[config.mk]
export PLATFORM = sky130hd
export DESIGN_NAME = map_table_recovery_controller
export DESIGN_NICKNAME = d
export VERILOG_FILES = /design/src/rtl/core_types_pkg.sv /design/src/rtl/map_table_recovery_controller.sv
export SDC_FILE = /design/constraint.sdc
export NUM_CORES = 1
export LEC_CHECK = 0
export BUFFER_PORTS_ARGS = -buffer_cell sky130_fd_sc_hd__clkbuf_2
export CORE_ASPECT_RATIO = 2
export CORE_MARGIN = 5
export CORE_UTILIZATION = 30
export CTS_CLUSTER_DIAMETER = 40
export DETAILED_ROUTE_END_ITERATION = 12
export GPL_ROUTABILITY_DRIVEN = 0
export SYNTH_ARGS = -nofsm -noshare
export SYNTH_HDL_FRONTEND = slang
export SYNTH_SLANG_ARGS = --single-unit
[constraint.sdc]
create_clock -name CLK -period 4.1 [get_ports CLK]
set_input_delay 0.205 -clock CLK [delete_from_list [all_inputs] [get_ports CLK]]
set_output_delay 0.205 -clock CLK [all_outputs]
set_load 0.005 [all_outputs]
[src/rtl/core_types_pkg.sv]
// Shared dispatch/ROB/map-table types and the recovery sequencer state encoding.
// ROB index arithmetic relies on ROB_index_t being exactly log2(ROB depth) wide.
package core_types_pkg;

    typedef logic [4:0] ROB_index_t;
    typedef logic [2:0] checkpoint_column_t;
    typedef logic [4:0] arch_reg_tag_t;
    typedef logic [5:0] phys_reg_tag_t;

    typedef enum logic [1:0] {
        RECOV_IDLE    = 2'd0,
        RECOV_RESTORE = 2'd1,
        RECOV_WALK    = 2'd2,
        RECOV_DONE    = 2'd3
    } recovery_state_t;

    function automatic ROB_index_t rob_inc(input ROB_index_t idx);
        return idx + ROB_index_t'(1);
    endfunction

endpackage

[src/rtl/map_table_recovery_controller.sv]
// Mispredict recovery of the map table: one-cycle checkpoint restore, else a youngest-first ROB walk.
// Request accepted only in IDLE; dispatch is stalled from acceptance until the DONE cycle completes.
module map_table_recovery_controller
    import core_types_pkg::*;
#(
    parameter bit USE_CHECKPOINTS = 1'b1,
    parameter int ROB_ENTRIES     = 2**$bits(ROB_index_t)
) (
    input  logic               CLK,
    input  logic               nRST,
    output logic               DUT_error,
    input  logic               recover_req_valid,
    output logic               recover_req_ready,
    input  ROB_index_t         recover_ROB_index,
    input  logic               recover_checkpoint_valid,
    input  checkpoint_column_t recover_checkpoint_column,
    input  ROB_index_t         ROB_tail_index,
    output ROB_index_t         ROB_read_index,
    input  logic               ROB_read_writes_reg,
    input  arch_reg_tag_t      ROB_read_dest_arch_reg_tag,
    input  phys_reg_tag_t      ROB_read_safe_phys_reg_tag,
    input  phys_reg_tag_t      ROB_read_speculated_phys_reg_tag,
    output logic               revert_valid,
    output arch_reg_tag_t      revert_dest_arch_reg_tag,
    output phys_reg_tag_t      revert_safe_dest_phys_reg_tag,
    output phys_reg_tag_t      revert_speculated_dest_phys_reg_tag,
    output logic               restore_checkpoint_valid,
    output logic               restore_checkpoint_speculate_failed,
    output ROB_index_t         restore_checkpoint_ROB_index,
    output checkpoint_column_t restore_checkpoint_safe_column,
    input  logic               restore_checkpoint_success,
    output logic               dispatch_stall,
    output logic               recover_done,
    output ROB_index_t         recover_new_ROB_tail
);

    function automatic ROB_index_t rob_dec(input ROB_index_t idx);
        return ROB_index_t'((32'(idx) + ROB_ENTRIES - 1) % ROB_ENTRIES);
    endfunction

    recovery_state_t    state_q, state_d;
    ROB_index_t         branch_q, branch_d;
    ROB_index_t         tail_q, tail_d;
    ROB_index_t         ptr_q, ptr_d;
    checkpoint_column_t column_q, column_d;
    logic               error_q, error_d;

    logic in_idle, in_restore, in_walk, in_done;
    assign in_idle    = (state_q == RECOV_IDLE);
    assign in_restore = (state_q == RECOV_RESTORE);
    assign in_walk    = (state_q == RECOV_WALK);
    assign in_done    = (state_q == RECOV_DONE);

    always_comb begin
        state_d  = state_q;
        branch_d = branch_q;
        tail_d   = tail_q;
        ptr_d    = ptr_q;
        column_d = column_q;
        error_d  = error_q;
        unique case (state_q)
            RECOV_IDLE: begin
                if (recover_req_valid) begin
                    branch_d = recover_ROB_index;
                    tail_d   = ROB_tail_index;
                    column_d = recover_checkpoint_column;
                    ptr_d    = rob_dec(ROB_tail_index);
                    if (recover_checkpoint_valid && USE_CHECKPOINTS)
                        state_d = RECOV_RESTORE;
                    else if (ROB_tail_index == rob_inc(recover_ROB_index))
                        state_d = RECOV_DONE;
                    else
                        state_d = RECOV_WALK;
                end
            end
            RECOV_RESTORE: begin
                // Failed restore falls back to the walk, which always starts from the youngest entry.
                ptr_d = rob_dec(tail_q);
                if (restore_checkpoint_success || (tail_q == rob_inc(branch_q)))
                    state_d = RECOV_DONE;
                else
                    state_d = RECOV_WALK;
            end
            RECOV_WALK: begin
                if (ROB_read_writes_reg && (ROB_read_dest_arch_reg_tag == '0))
                    error_d = 1'b1;
                if (ptr_q == rob_inc(branch_q))
                    state_d = RECOV_DONE;
                else
                    ptr_d = rob_dec(ptr_q);
            end
            RECOV_DONE: state_d = RECOV_IDLE;
            default:    state_d = RECOV_IDLE;
        endcase
    end

    always_ff @(posedge CLK or negedge nRST) begin
        if (!nRST) begin
            state_q  <= RECOV_IDLE;
            branch_q <= '0;
            tail_q   <= '0;
            ptr_q    <= '0;
            column_q <= '0;
            error_q  <= 1'b0;
        end else begin
            state_q  <= state_d;
            branch_q <= branch_d;
            tail_q   <= tail_d;
            ptr_q    <= ptr_d;
            column_q <= column_d;
            error_q  <= error_d;
        end
    end

    assign DUT_error         = error_q;
    assign recover_req_ready = in_idle;
    assign dispatch_stall    = !in_idle;

    // Map-table-facing fields are zeroed outside their own state so the map table never sees stale tags.
    assign ROB_read_index                      = in_walk ? ptr_q : '0;
    assign revert_valid                        = in_walk && ROB_read_writes_reg && (ROB_read_dest_arch_reg_tag != '0);
    assign revert_dest_arch_reg_tag            = in_walk ? ROB_read_dest_arch_reg_tag : '0;
    assign revert_safe_dest_phys_reg_tag       = in_walk ? ROB_read_safe_phys_reg_tag : '0;
    assign revert_speculated_dest_phys_reg_tag = in_walk ? ROB_read_speculated_phys_reg_tag : '0;

    assign restore_checkpoint_valid            = in_restore;
    assign restore_checkpoint_speculate_failed = in_restore;
    assign restore_checkpoint_ROB_index        = in_restore ? branch_q : '0;
    assign restore_checkpoint_safe_column      = in_restore ? column_q : '0;

    assign recover_done         = in_done;
    assign recover_new_ROB_tail = in_done ? rob_inc(branch_q) : '0;

endmodule

# == Word level (Yosys, flattened, before mapping) ==
# Index checks and enable logic that the tools add are counted.
# W data, S select, Z words.
# word_totals
regBits,21
out_inout_bits,42
# classes
addsub,8
muxes,16
n_eq_ne,9
n_reduce_logical,13
# ops
cell,n
$mux W5,6
$add A5 B1 Y5 const B,5
$eq A5 B5 Y1,3
$pmux W5 S3,1
$sub A5 B1 Y5 const B,3
$mux W6,2
$pmux W2 S4,1
$mux W2,3
$reduce_and A2 Y1,3
$logic_not A5 Y1,1
$reduce_bool A5 Y1,1
$eq A2 B2 Y1 const B,2
$ne A2 B2 Y1 const B,2
$logic_and A1 B1 Y1,3
$mux W3,1
$reduce_and A3 Y1,1
$reduce_bool A3 Y1,1
$eq A2 B1 Y1 const B,1
$logic_not A2 Y1,1
$mux W1,2
$ne A2 B1 Y1 const B,1
$logic_not A1 Y1,1
$logic_or A1 B1 Y1,1

# == Logic depth before layout (Yosys ltp) ==
# depth
ltp_word,6
mapped_depth,8
ltp_nobuf,7

# == Least setup slack after synthesis ==
# OpenSTA, ideal clock, no wires.
# synth_timing
path_type,reg-to-reg
start,reg branch_q[0]
end,reg ptr_q[3]
path_slack_ns,1.861
path_buffers,1
setup_time_ns,0.125
path_stages_with_launch,8
arrival_time_ns,2.114
t_required_ns,3.975
synth_period_minus_slack_ns,2.239
cell_sequence,dfrtp_1 ha_1 nand3_2 or3_1 a2111oi_2 a221o_1 buf_6 mux2_4
# synth_via
elab_chain_len,4
# synth_lines
element,line_no,text
from (decl),map_table_recovery_controller.sv:42,"ROB_index_t branch_q, branch_d;"
from (signal assigned),map_table_recovery_controller.sv:107,branch_q <= branch_d;
$add A5 B1 Y5,core_types_pkg.sv:18,return idx + ROB_index_t'(1);
$eq A5 B5 Y1,map_table_recovery_controller.sv:87,if (ptr_q == rob_inc(branch_q))
$ne A2 B2 Y1 (no line),-,
$reduce_and A3 Y1 (no line),-,
to (signal assigned),map_table_recovery_controller.sv:109,ptr_q <= ptr_d;
to (decl),map_table_recovery_controller.sv:44,"ROB_index_t ptr_q, ptr_d;"
# Every way passes these cells.
# A chain may end at the register's enable or synchronous reset.

# == Worst setup path after layout ==
# Ends and elaborated chain as after synthesis.

==> impl_metrics.yaml <==
outcome:
  status: "complete, no violations"
synth:
  synth_area_leader_cell: "sky130_fd_sc_hd__dfrtp_1"
  synth_sequential_area_ratio_pct: 30.32
  synthesis.area_um2: 1733
  synth_enable_flop_cells: 0
  synthesis.instances: 188
  postSynth.asyncResetShare_pct: 100.0
  synth_top_area_share_pct: 30.32
  post_synth_main_area_contributors: "sky130_fd_sc_hd__dfrtp_1 (30%), sky130_fd_sc_hd__and2_1 (10%), sky130_fd_sc_hd__xnor2_1 (8.1%)"
  yosys.cell_types.count: 38
  ys_seq_elements: 21
  syn_avg_cell_area_um2: 9.218
  synth_flop_cell: "sky130_fd_sc_hd__dfrtp_1"
  mappedNetlistNets: 233
  ys.warnings.count: 0
clock_tree:
  tritoncts.num_buffers: 3
  postCtsSetupBuffers: 0
  htree_num_levels: 1
  cts.root.buffer_cell: "sky130_fd_sc_hd__clkbuf_16"
  clock_tree_buf_depth: 2
  clkTransAtPathRegs_ns: 0.06
  clock_sinks: 21
  cts_tree: "yes"
  insertion_delay_ns: 0.26
pwr:
  power.density_nw_per_um2: 795.3
  leakage_power_nw: 1.124
  ir_worst_vdd_mv: 0.3550
sta:
  finalMaxSlewViolations: 0
  setup_viol: 0
  grt_setup_unrepaired: "no"
  fin_skew_ns: 0.003926
  worst_hold_slack_ns: 0.1782
  worst_pin_slew_ns: 0.6554
  slew-limit-headroom_pct: 56.31
  final.setup.tns_ns: 0
  period_share_pct: 61.08
  period_minus_slack_ns: 2.504
  maxClockFrequency_mhz: 399.3
  finalWorstSetupSlack_ns: 1.596
  hold_violations: 0
worst_setup_path:
  critPathMaxFanout: 7
  crit_path_end_kind: "flip-flop"
  critical_path_class: "flip-flop to flip-flop"
  crit_required_ns: 4.24
  startpoint_types: "flip-flop"
  cp_data_arrival_time_ns: 2.65
grt:
  pin_count_of_the_biggest_net_entering_global_routing: 28
  grt_antenna_before_repair: 0
  groute.usage.overall_pct: 13.35
  grt_remaining_overflow: 0
  via_count_of_the_first_global_routing_pass: 1706
  first_pass_grt_wire_length_um: 8155
drt:
  drc_errors: 0
  met2_wire_length_um: 2596
  detail_route.vias_per_cell: 4.957
  wl_met3_um: 337
  wire_per_inst_um: 15.15
  route.top_layer_used: "met4"
  wirelength_met1_um: 1749
  route.antenna.remaining_nets: 0
  dr_total_vias: 1596
  drt_iter0_drc: 23
  routed_wl_um: 4878
  drt_pass1_iterations: 2
final_layout:
  n_antenna_cell: 0
  layout_common_cells: "sky130_fd_sc_hd__clkbuf_2 (77), sky130_fd_sc_hd__and2_1 (28), sky130_fd_sc_hd__dfrtp_1 (21)"
  post_layout_utilization_of_the_core_pct: 39.35
  drive_gt1_share_pct: 37.93
  commonest_non_fill_non_tap_cell_in_the_layout: "sky130_fd_sc_hd__clkbuf_2"
  post_layout_instance_area_um2: 2227
  design.final.nets: 307
  flow.area_growth_from_synthesis_pct: 28.52
run:
  max-cap-violations: 0
worst_hold_path:
  worstHoldPathType: "primary input to flip-flop"
placed_design:
  port_buffers: 77
  placement.cell_area_um2: 2137
  place_hpwl_um: 4138
  place_worst_setup_slack_ns: 1.623
floorplan:
  die_area_um2: 7488
  die_w_um: 63.74
  num_rows: 39
  core_region_area_um2: 5660
  start_util_pct: 30.61
  die_height_um: 117.5
  ioPinCount: 78
==> routing by layer <==
metal	GRT usage, %	vias up
met2	24.75	73
met5	0	-
met3	1.719	15
li1	-	779
met1	13.87	729
met4	7.152	0
==> layout make-up <==
cell class	instances	area, um^2
fillers	577	3433
multi-input cells	143	1094
flip-flops and latches	21	525.5
repair buffers	78	395.4
well taps	61	76.32
clock buffers	3	75.07
inverters	15	56.30
clock inverters	1	5.005
==> timing repair <==
| item | 4_1_cts | 5_1_grt |
|---|---|---|
| hold endpoints to repair | 21 | 0 |
| gates resized for setup | 0 | 0 |
| hold buffers | 1 | 0 |
| setup endpoints to repair | 0 | 0 |
==> cells in the mapped netlist (2+ instances only) <==
library cell	n
sky130_fd_sc_hd__o221ai_1	4
sky130_fd_sc_hd__a21oi_1	2
sky130_fd_sc_hd__mux2_4	2
sky130_fd_sc_hd__xnor2_1	16
sky130_fd_sc_hd__buf_6	2
sky130_fd_sc_hd__nor2_1	9
sky130_fd_sc_hd__xor2_1	11
sky130_fd_sc_hd__and2_1	28
sky130_fd_sc_hd__nor3_1	6
sky130_fd_sc_hd__nand2b_1	2
sky130_fd_sc_hd__nor2b_1	3
sky130_fd_sc_hd__nand3_1	3
sky130_fd_sc_hd__dfrtp_1	21
sky130_fd_sc_hd__inv_1	15
sky130_fd_sc_hd__a21o_1	2
sky130_fd_sc_hd__mux2i_1	4
sky130_fd_sc_hd__ha_1	9
sky130_fd_sc_hd__mux2_2	12
sky130_fd_sc_hd__nand2_1	8
sky130_fd_sc_hd__clkbuf_1	4
sky130_fd_sc_hd__o21ai_0	6
sky130_fd_sc_hd__buf_4	2
sky130_fd_sc_hd__a221oi_1	2
==> registers in the layout (all words and copies together), names as in the netlist <==
register / cells
ptr_q: 5
DUT_error: 1
column_q: 3
tail_q: 5
state_q: 2
branch_q: 5
==> final timing paths <==
| check | start | to | slack (ns) | cells past startpoint |
|---|---|---|---|---|
| max | branch_q[0] | ptr_q[3] | 1.60 | 6 |
| min reg2reg | DUT_error | DUT_error | 0.47 | 1 |
| max in group asynchronous | nRST | DUT_error | 3.25 | 2 |
| min in group asynchronous | nRST | column_q[0] | 0.47 | 2 |
| max reg2reg | branch_q[0] | ptr_q[3] | 1.60 | 6 |
| min | recover_checkpoint_column[1] | column_q[1] | 0.18 | 2 |
==> kinds of logic after synthesis <==
kind of cell	after synthesis	share of synthesized area [%]
mux	18	11.84
flops	21	30.32
fa+ha+maj	9	6.498
xor+xnor	27	13.65
buf+inv	24	6.569
compound gates	24	10.25
simple gates	65	20.87
==> per-stage QoR <==
stage | power, W | std cells
after floorplan | 0.001264 | 188
after global placement | 0.001553 | 317
after detailed placement | 0.001579 | 317
after CTS | 0.001795 | 322
after global routing | 0.001929 | 322
final | 0.001771 | 322
==> critical path, stage by stage, from the launching register on <==
cell and delay (ns):
sky130_fd_sc_hd__dfrtp_1 0.48, sky130_fd_sc_hd__ha_1 0.28, sky130_fd_sc_hd__nand3_2 0.10, sky130_fd_sc_hd__or3_1 0.37, sky130_fd_sc_hd__a2111oi_2 0.42, sky130_fd_sc_hd__a221o_1 0.41
sky130_fd_sc_hd__mux2_4 0.33
==> power breakdown <==
part           switching, W  internal [W]
logic              0.000541      0.000557
registers          0.000144      0.000318
clock network     0.0000805      0.000131
Power figures use the tool's default switching activity.
